### src/rtl/bist_pkg.sv
// Shared types and default parameters for the BIST response compactor.
package bist_pkg;

    typedef enum logic [1:0] {
        IDLE    = 2'd0,
        COLLECT = 2'd1,
        DONE    = 2'd2
    } state_e;

    localparam int          DEF_CHAIN_LEN = 8;
    localparam int          DEF_SIG_W     = 16;
    localparam logic [15:0] DEF_POLY      = 16'h1021;
    localparam logic [15:0] DEF_SEED      = 16'h0000;

endpackage

### src/rtl/sisr_step.sv
// One serial step of the signature register: shift left, fold in a response bit.
module sisr_step #(
    parameter int               SIG_W = 16,
    parameter logic [SIG_W-1:0] POLY  = 16'h1021
) (
    input  logic [SIG_W-1:0] sig,
    input  logic             bit_in,
    output logic [SIG_W-1:0] sig_next
);

    logic fb;

    // The x^SIG_W term is implicit: the bit shifted out only steers feedback.
    assign fb       = sig[SIG_W-1] ^ bit_in;
    assign sig_next = {sig[SIG_W-2:0], 1'b0} ^ (fb ? POLY : '0);

endmodule

### src/rtl/bist_signature_analyzer.sv
// Compacts scan unload bits into a SISR and reports pass/fail after NUM_PATTERNS unloads.
module bist_signature_analyzer
    import bist_pkg::*;
#(
    parameter int               CHAIN_LEN    = DEF_CHAIN_LEN,
    parameter int               NUM_PATTERNS = 16,
    parameter int               SIG_W        = DEF_SIG_W,
    parameter logic [SIG_W-1:0] POLY         = DEF_POLY,
    parameter logic [SIG_W-1:0] SEED         = DEF_SEED,
    parameter logic [SIG_W-1:0] GOLDEN       = 16'h0000,
    localparam int              CNT_W        = $clog2(NUM_PATTERNS + 1)
) (
    input  logic             clk,
    input  logic             rst,
    input  logic             scan_en,
    input  logic             scan_out,
    output logic [SIG_W-1:0] signature,
    output logic [CNT_W-1:0] pattern_cnt,
    output logic             busy,
    output logic             done,
    output logic             pass,
    output logic             proto_err
);

    localparam int               BIT_W      = $clog2(CHAIN_LEN + 1);
    localparam logic [BIT_W-1:0] CHAIN_FULL = BIT_W'(CHAIN_LEN);
    localparam logic [BIT_W-1:0] CHAIN_LAST = BIT_W'(CHAIN_LEN - 1);
    localparam logic [CNT_W-1:0] PAT_LAST   = CNT_W'(NUM_PATTERNS - 1);

    state_e           state;
    logic [BIT_W-1:0] bit_cnt;
    logic [SIG_W-1:0] sig_next;

    sisr_step #(
        .SIG_W (SIG_W),
        .POLY  (POLY)
    ) u_sisr_step (
        .sig      (signature),
        .bit_in   (scan_out),
        .sig_next (sig_next)
    );

    always_ff @(posedge clk) begin
        if (rst) begin
            state       <= IDLE;
            signature   <= SEED;
            bit_cnt     <= '0;
            pattern_cnt <= '0;
            proto_err   <= 1'b0;
            busy        <= 1'b0;
            done        <= 1'b0;
            pass        <= 1'b0;
        end else begin
            case (state)
                // Shifts here are the initial load of junk; wait for the first capture.
                IDLE: begin
                    if (!scan_en) begin
                        state   <= COLLECT;
                        bit_cnt <= '0;
                        busy    <= 1'b1;
                    end
                end
                COLLECT: begin
                    if (scan_en) begin
                        if (bit_cnt != CHAIN_FULL) begin
                            signature <= sig_next;
                            bit_cnt   <= bit_cnt + 1'b1;
                            // Last bit of an unload: count it and possibly finish on this edge.
                            if (bit_cnt == CHAIN_LAST) begin
                                pattern_cnt <= pattern_cnt + 1'b1;
                                if (pattern_cnt == PAT_LAST) begin
                                    state <= DONE;
                                    busy  <= 1'b0;
                                    done  <= 1'b1;
                                    pass  <= (sig_next == GOLDEN) && !proto_err;
                                end
                            end
                        end
                    end else begin
                        bit_cnt <= '0;
                        // A capture mid-unload means the tester shifted too few bits.
                        if (bit_cnt != '0 && bit_cnt != CHAIN_FULL) begin
                            proto_err <= 1'b1;
                        end
                    end
                end
                DONE: begin
                end
                default: begin
                    state <= IDLE;
                    busy  <= 1'b0;
                    done  <= 1'b0;
                    pass  <= 1'b0;
                end
            endcase
        end
    end

endmodule

### config.mk
export PLATFORM = sky130hd
export DESIGN_NAME = bist_signature_analyzer
export DESIGN_NICKNAME = d
export VERILOG_FILES = /design/src/rtl/bist_pkg.sv /design/src/rtl/sisr_step.sv /design/src/rtl/bist_signature_analyzer.sv
export SDC_FILE = /design/constraint.sdc
export NUM_CORES = 1
export LEC_CHECK = 0
export CORE_UTILIZATION = 40
export DETAILED_ROUTE_END_ITERATION = 10
export PLACE_DENSITY = 0.75
export SYNTH_ARGS = -nofsm -noshare
export SYNTH_HDL_FRONTEND = slang
export SYNTH_SLANG_ARGS = --single-unit
### constraint.sdc
create_clock -name clk -period 2.19 [get_ports clk]
set_clock_uncertainty 0.05 [all_clocks]
set_input_delay 0.3285 -clock clk [delete_from_list [all_inputs] [get_ports clk]]
set_output_delay 0.3285 -clock clk [all_outputs]
set_load 0.03 [all_outputs]
; Word level (Yosys, flattened, before mapping)
; Cells that the tools add are included.
[totals]
regBits = 31
inputBits = 4
output_inout_bits = 25
wordCells = 67
[classes]
bitwise = 5
mux = 27
eq_ne = 11
add_sub_neg = 2
n_reduce_logical = 14
[ops]
columns = cell, n
row1 = 16-bit logical NOT, 1
row2 = 16-bit bitwise XOR, 1
row3 = 1-bit 2-to-1 mux, 13
row4 = 13-bit 2-to-1 mux, 1
row5 = 4-bit 2-to-1 mux, 3
row6 = 2-bit 2-to-1 mux, 5
row7 = "2-bit != test, second input constant", 5
row8 = 3-bit AND reduction, 3
row9 = 4-bit case mux with 2 select lines, 1
row10 = 2-bit case mux with 3 select lines, 1
row11 = 6-bit AND reduction, 1
row12 = "5-bit by 1-bit adder with 5-bit output, second input constant", 1
row13 = "5-bit by 4-bit equality test with 1-bit output, second input constant", 1
row14 = 5-bit AND reduction, 1
row15 = "4-bit by 1-bit adder with 4-bit output, second input constant", 1
row16 = "4-bit by 3-bit equality test with 1-bit output, second input constant", 1
row17 = "4-bit != test, second input constant", 1
row18 = 1-bit case mux with 2 select lines, 2
row19 = 4-bit AND reduction, 1
row20 = 4-bit nonzero test, 1
row21 = "3-bit != test, second input constant", 1
row22 = 1-bit inverter, 3
row23 = 1-bit case mux with 3 select lines, 1
row24 = "2-bit by 1-bit equality test with 1-bit output, second input constant", 1
row25 = 7 further kinds, 8

; Depth between registers and ports, before layout
; Gate-level depths: netlist of run 1.
[depth]
ltp_word = 10
mapped_depth = 8
depth_no_buf = 6

; Hierarchy
; Synthesis of run 1 repeated with hierarchy kept, for this count alone.
[unflattened]
hier_cells = 158
area_unflattened_um2 = 1514.0
[by_module_without_submodules]
columns = module, n_inst, cells_each, seq_area_each_um2, area_per_inst_um2
row1 = bist_signature_analyzer, 1, 141, 600.6, 1352.5
row2 = sisr_step, 1, 17, 0.0, 161.4

; Worst setup path after synthesis of run 1
; No wires, ideal clock.
[synth_timing]
kind = reg2reg
start = register state[0]
end = register signature[4]
n_path_buf = 3
arrival_time_ps = 1485
setup_slack_ps = 527
setup_ps = 128
period_less_slack_ps = 1663
required_ps = 2012
path_stages_with_launch = 8
path_cell_list = dfxtp_1 -> clkbuf_2 -> inv_2 -> nor3b_2 -> buf_6 -> buf_12 -> mux2i_1 -> nor2_1
[synth_between]
elab_chain_len = 2
[synth_lines]
columns = element, line_no
row1 = start: declaration, bist_signature_analyzer.sv:30  ; state_e state;
row2 = start signal: assignment, bist_signature_analyzer.sv:45  ; state <= IDLE;
row3 = start signal: assignment, bist_signature_analyzer.sv:58  ; state <= COLLECT;
row4 = start signal: assignment, bist_signature_analyzer.sv:72  ; state <= DONE;
row5 = 2-bit by 1-bit equality test with 1-bit output, bist_signature_analyzer.sv:54  ; case (state)
row6 = 3-bit AND reduction (no line), n/a
row7 = end signal: assignment, bist_signature_analyzer.sv:66  ; signature <= sig_next;
row8 = end: declaration, bist_signature_analyzer.sv:17  ; output logic [SIG_W-1:0] signature,
; Every way passes these cells.
; A chain may end at the register's enable or synchronous reset.

==> results.txt, run 1 <==
----------------------------------------------------
[Run status]
  Status ... complete, no violations

[Floorplanning]
  Die Y ... approximately 62 µm
  Die boundary width ... 62.45 µm
  Die Footprint ... 3899 µm²
  Core area ... 3416 µm²
  Num rows ... 21
  Initial standard-cell utilization of the core ... 42.78%
  Top Ports ... 29

[Timing]
  Unrepaired setup endpoints after global routing ... false
  Relative slew margins ... 71.55%
  Share of the clock period used by the worst path ... 89.27%
  Maximum operating frequency ... just over 500 MHz
  Minimum clock period ... 1955 ps
  Setup Total Neg Slack ... 0 ps
  Setup violation total in the final timing report ... 0
  Actual slew at the worst max-slew pin ... 423.7 ps
  Hold violation total from the final report ... 0
  Max-slew violation count ... 0

[CTS]
  Number of levels the H-tree was split into ... 2
  Clock Latency Late Sink ... between 300 and 400 ps
  Sinks on the clock net ... 30
  Total setup buffers inserted after CTS ... 0
  Gates resized, CTS repair ... 0
  Clock tree from TritonCTS ... yes
  Total clock buffers created by CTS ... 5
  CTS clk-pin slew, worst paths ... 90 ps
  Max clock buf depth ... 2
  Cts hold-fix bufs ... 0
  Clock root buffer ... clkbuf_4

[Synth]
  Share of synthesized cell area in and, or, nand and nor gates ... 19.95%
  Leading cell types by total area after synthesis ... dfxtp_1 (41%), mux2i_1 (10%), buf_4 (6.7%)
  Average size of a mapped cell ... 9.308 µm²
  Count of unique library cells instantiated by Yosys ... 41
  Post-synthesis xor/xnor area fraction ... 3.596%
  Multiplexer share of the synthesized area ... between 10% and 20%
  Top-area cell type share of the netlist area ... 41.10%
  Main combinational cell family by area after synthesis ... simple AND/OR/NAND/NOR gates
  Warnings, synthesis ... 0
  Compound-Gate Fraction of Synth Area ... 8.048%
  Sequential area share after synthesis ... 41.10%
  Summed instance area of the synthesized netlist ... roughly 1500 µm²
  Register bit count reported by yosys ... 30
  Largest area contributor in the netlist ... dfxtp_1
  Gate Count Post-Synth ... 157
  Syn Nets ... 165
  Post-Synth Adder-Cell Area ... 3.425%

[Drt]
  Initial DRC count ... 92
  Vias after detailed routing ... 1139
  DRT antenna net count ... 0
  Number of remaining DRC errors ... 0
  Post-detailed-route via-to-cell ratio ... 5.131
  Final routed wirelength across all metal layers ... 2880 µm
  Routed length per instance ... 12.97 µm
  Number of iterations in the first detailed-routing pass ... 4

[Placed design]
  Count of input and output buffers ... 28
  Final weighted congestion of routability-driven global placement ... 0.7576

[Worst setup path]
  Crit path buf inv count ... 1
  Maximum net fanout on the critical path ... 9
  Endpoint class of the critical path ... output port
  Critical-path cell with the highest stage delay ... clkdlybuf4s50_1
  Length in cells of the worst reg-to-reg path ... 7
  CP delay by family, top ... buffers and inverters
  Setup Crit Path Kind ... reg -> out
  Required time reported for the critical path endpoint ... roughly 1800 ps
  Delay of the slowest cell on the worst path ... roughly 730 ps
  Cell depth of the worst setup path ... 1
  Data arrival, critical path ... 1580 ps
  Critical Path Source Type ... flop
  Series of cell instances along the critical path ... clkdlybuf4s50_1

[Worst hold path]
  Number of cells traversed by the worst hold path ... 2
  Type of the worst min-delay path ... reg -> reg

[Cells and area]
  Most frequent standard cell in the layout excluding fill and tap cells ... dfxtp_1
  Sequential cell area in the final layout ... 600.6 µm²
  Filler cells ... 336
  Commonest non-fill, non-tap cells in the layout ... dfxtp_1 (30), clkdlybuf4s50_1 (28), nor2_1 (24), mux2i_1 (15), nand2_1 (8)
  Area taken by multi-input logic gates ... 673.1 µm²
  Area added between synthesis and finish ... 19.09%
  Layout cells sized above 1 ... 10.23%
  Ant diodes ... 0
  Post-layout net count ... 183
  Final design utilization ... between 50 and 60%

[Pwr]
  Worst IR drop on VDD ... 0.3137 mV
  Combinational Power Share ... between 9 and 10%
  Total chip power ... approximately 1.0 mW
  Areal power density over the cells ... 572.2 nW/µm²
  Cell internal pwr ... 0.7469 mW
  Switching part of the total ... 24.99%
  Seq pwr share ... a little under three fifths
  Net switching component of the power ... between 0.2 and 0.25 mW
  Reported leakage power ... 0.6203 nW
  Clock share of power ... 34.5%

[GRT]
  Overall global routing resource usage ... 16.36%
  Grt met2 use ... 26.49%
  Number of antenna violations at the first check in global routing ... 0
  Remaining global-route overflow ... 0
  Largest net degree at the start of global routing ... 18
  First-pass GRT wire length ... 4974 µm
  Met1 Usage GRT ... roughly 20%
  GRT busiest layer ... met2
  Met3 demand-to-capacity share in global routing ... between 5 and 6%
  Number of global-route vias before repair ... around 1100

[Run]
  Max Cap Violations ... 0

----------------------------------------------------
-- path summary, 6_finish.rpt --
check / slack, ps / startpoint / endpoint
setup / recovery: 240 / state[0] / busy
hold reg to reg: 440 / done / done
setup reg to reg: 380 / bit_cnt[0] / signature[5]
hold / removal: 440 / done / done
-- per-layer routing --
layer  part of all wire (%)  vias to the layer above
met5                      0                        -
met4                    1.1                        0
met3                    5.4                        4
met2                     45                       32
met1                     48                      543
li1                       -                      560
-- cell type report --
class / instances / area share, %
Tap cell: 46 / 3.307
Clock buffer: 7 / 3.163
Inverter: 7 / 1.510
Clock inverter: 1 / 0.2876
Timing Repair Buffer: 32 / 18.55
Multi-Input combinational cell: 99 / 38.68
Sequential cell: 30 / 34.51
-- metrics by stage --
| step | hold WS, ps | worst slack, ps | area [µm²] | instances |
|---|---|---|---|---|
| 6_report | 435.8 | 235.0 | 1740 | 222 |
| 5_1_grt | 456.1 | 160.8 | 1740 | 222 |
| 4_1_cts | 440.2 | 228.9 | 1740 | 222 |
| 3_5_place_dp | 426.6 | 244.8 | 1680 | 214 |
| 3_3_place_gp | 415.3 | 313.6 | 1680 | 214 |
| 2_1_floorplan | 367.9 | 527.2 | 1461 | 157 |
-- power groups by stage --
stage / combinational, mW / clock, mW / sequential (mW)
floorplan: 0.0689 / 0 / 0.572
global placement: 0.0887 / 0 / 0.573
detailed placement: 0.0908 / 0 / 0.573
CTS: 0.0912 / 0.352 / 0.561
global route: 0.0980 / 0.375 / 0.563
finish: 0.0911 / 0.344 / 0.561
-- state kept, by name (all words and copies together), names as in the netlist --
name,flops
bit_cnt,4
proto_err,1
state,2
pass,1
pattern_cnt,5
done,1
signature,16
-- logic make-up (layout without fill, tap and decap cells) --
family	Yosys count	in the layout
and+or+nand+nor	57	57
DFF	30	30
buffers and inverters	28	47
AOI/OAI and AO/OA	16	16
muxes	16	16
xor gates and xnor gates	6	6
adders and majority gates	4	4
-- synthesized netlist by cell type --
cell type	instances
nor2b_1	1
a221oi_1	1
buf_1	1
buf_6	2
nand3b_1	1
and4b_1	1
clkbuf_2	1
a211oi_1	1
clkbuf_1	2
mux2_2	1
o41ai_1	1
inv_2	1
o21ai_0	2
a21oi_1	5
nor2_1	24
buf_2	1
a2111oi_0	1
nor4_1	3
and2b_1	1
or4b_1	1
nand2b_4	1
inv_1	6
xnor2_1	6
a31oi_2	1
nor2_2	1
nor3b_2	1
nand3_1	3
nand2_1	8
ha_1	4
buf_4	13
dfxtp_1	30
nand4_1	2
nor3_1	6
and3_1	1
nand2b_1	1
mux2i_1	15
a211oi_2	1
a32oi_1	1
nand4b_1	1
buf_12	1
a21o_1	2
Power figures use the tool's default switching activity.
==> inputs of run 2 (changes only) <==
- SETUP_SLACK_MARGIN: not set -> 0.3
==> results.txt, run 2 (synthesis gave the netlist of run 1 again) <==
----------------------------------------------------
[Cells and area]
  Post-layout net count ... 184 (+0.55%)
  Most frequent standard cell in the layout excluding fill and tap cells ... dfxtp_1
  Flip-flop count of the largest register after layout ... 16 (unchanged)
  Filler cells ... 334 (-0.60%)
  Registers with the most flip-flops ... signature: 16 flops, pattern_cnt: 5 flops, bit_cnt: 4 flops
  Register name with the most flops ... signature
  Ant diodes ... 0 (unchanged)
  Commonest non-fill, non-tap cells in the layout ... dfxtp_1 (29), clkdlybuf4s50_1 (27), nor2_1 (24), mux2i_1 (15), nand2_1 (8)
  Layout cells sized above 1 ... 11.30% (+1.1 points)
  Area added between synthesis and finish ... 20.12%

[GRT]
  Number of antenna violations at the first check in global routing ... 0 (unchanged)
  Largest net degree at the start of global routing ... 18 (unchanged)
  Number of global-route vias before repair ... 1109 (unchanged)
  First-pass GRT wire length ... 4974 µm (unchanged)
  Overall global routing resource usage ... 16.36% (unchanged)
  Remaining global-route overflow ... 0 (unchanged)

[Drt]
  Number of iterations in the first detailed-routing pass ... 4 (unchanged)
  Initial DRC count ... 113 (+23%)
  Post-detailed-route via-to-cell ratio ... 5.018 (-2.2%)
  Routed length per instance ... 13.05 µm (+0.59%)
  Number of remaining DRC errors ... 0 (unchanged)
  DRT antenna net count ... 0 (unchanged)
  Vias after detailed routing ... 1119 (-1.8%)
  Final routed wirelength across all metal layers ... 2910 µm (+1.0%)

[Worst setup path]
  Delay of the slowest cell on the worst path ... 700 ps (-30 ps)
  Endpoint class of the critical path ... output port
  Critical-path cell with the highest stage delay ... clkdlybuf4s50_1
  Critical Path Source Type ... flop
  Maximum net fanout on the critical path ... 4 (-5)
  Series of cell instances along the critical path ... clkdlybuf4s50_1
  Data arrival, critical path ... 1450 ps (-130 ps)
  Setup Crit Path Kind ... reg -> out
  Required time reported for the critical path endpoint ... 1810 ps (about the same)
  Crit path buf inv count ... 1 (unchanged)
  CP delay by family, top ... buffers and inverters

[Pwr]
  Cell internal pwr ... 0.7482 mW (+0.18%)
  Seq pwr share ... 56.1% (-0.2 points)
  Combinational Power Share ... 9.3% (+0.2 points)
  Switching part of the total ... 25.26% (+0.27 points)
  Worst IR drop on VDD ... 0.3120 mV (-0.52%)
  Clock share of power ... 34.6% (about the same)
  Net switching component of the power ... 0.2529 mW (+1.6%)
  Areal power density over the cells ... 570.3 nW/µm² (-0.32%)
  Reported leakage power ... 0.6296 nW (+1.5%)
  Total chip power ... 1.001 mW (+0.53%)

[CTS]
  Clock tree from TritonCTS ... yes
  Clock root buffer ... clkbuf_4
  Max clock buf depth ... 2 (unchanged)
  Clock Latency Late Sink ... 330 ps (about the same)
  Sinks on the clock net ... 30 (unchanged)
  Total clock buffers created by CTS ... 5 (unchanged)
  CTS clk-pin slew, worst paths ... 90 ps (about the same)
  Number of levels the H-tree was split into ... 2 (unchanged)

[Timing]
  Unrepaired setup endpoints after global routing ... false
  Setup violation total in the final timing report ... 0 (unchanged)
  Max-slew violation count ... 0 (unchanged)
  Actual slew at the worst max-slew pin ... 426.6 ps (+2.847 ps)
  Minimum clock period ... 1824 ps (-131.2 ps)
  Share of the clock period used by the worst path ... 83.28% (-6.0 points)
  Maximum operating frequency ... 548.3 MHz (+7.2%)
  Hold violation total from the final report ... 0 (unchanged)
  Setup Total Neg Slack ... 0 ps (unchanged)
  Relative slew margins ... 71.36% (-0.19 points)

[Floorplanning]
  Initial standard-cell utilization of the core ... 42.78% (unchanged)
  Die boundary width ... 62.45 µm (unchanged)
  Die Y ... 62.45 µm (unchanged)
  Num rows ... 21 (unchanged)
  Top Ports ... 29 (unchanged)
  Core area ... 3416 µm² (unchanged)
  Die Footprint ... 3899 µm² (unchanged)

[Worst hold path]
  Type of the worst min-delay path ... reg -> reg

[Run]
  Max Cap Violations ... 0 (unchanged)

[Placed design]
  Final weighted congestion of routability-driven global placement ... 0.7576 (unchanged)
  Count of input and output buffers ... 28 (unchanged)

[Run status]
  Status ... complete, no violations

----------------------------------------------------
-- run 2: power groups by stage --
stage | clock [mW] | sequential [mW] | combinational [mW]
finish | 0.346 | 0.561 | 0.0933
global route | 0.375 | 0.563 | 0.101
CTS | 0.352 | 0.561 | 0.0903
detailed placement | 0 | 0.573 | 0.0908
global placement | 0 | 0.573 | 0.0887
floorplan | 0 | 0.572 | 0.0689
-- run 2: path summary, 6_finish.rpt --
| kind | start | end | slack, ps | cells past startpoint |
|---|---|---|---|---|
| max reg2reg | bit_cnt[1] | signature[5] | 470 | 7 |
| min reg2reg | done | done | 440 | 2 |
| min | done | done | 440 | 2 |
| max | signature[0] | signature[0] | 370 | 1 |
-- run 2: repair_timing --
item	CTS	global route
buffers inserted	0	1
endpoints found under the setup margin	1	16
resized for setup	1	3
pin swaps	0	0
hold buffers	0	0
-- run 2: metal layers --
layer  vias up  part of all wire [%]  GRT usage (%)
li1        560                     -              -
met1       529                    47          19.68
met2        26                    47          26.49
met3         4                   4.7          5.109
met4         0                   1.1          7.558
met5         -                     0              0
-- run 2: stage by stage --
stage	setup slack, ps	std cells	hold slack [ps]	area, µm²	util, %
after global placement	313.6	214	415.3	1680	49.19
after global routing	310.8	223	456.1	1755	51.39
after detailed placement	244.8	214	426.6	1680	49.19
final	366.3	223	437.4	1755	51.39
after floorplan	527.2	157	367.9	1461	-
after CTS	353.9	222	440.2	1739	50.92
-- run 2: area by class of cell --
class | instances | area [µm²] | share of cell area [%]
multi-input combinational | 99 | 680.7 | 38.77
sequential | 30 | 601.8 | 34.28
timing repair buffer | 33 | 329.1 | 18.75
tap | 46 | 57.56 | 3.279
clock buffer | 7 | 55.05 | 3.136
inverter | 7 | 26.28 | 1.497
clock inverter | 1 | 5.005 | 0.2851
-- run 2: worst register-to-register path, delay by kind of cell (launching register included) --
family	cells	cell delay, ps
multiplexers	1	210
buffers and inverters	2	280
adder cells (fa/ha/maj)	1	200
flip-flops	1	400
AND/OR/NAND/NOR	3	490
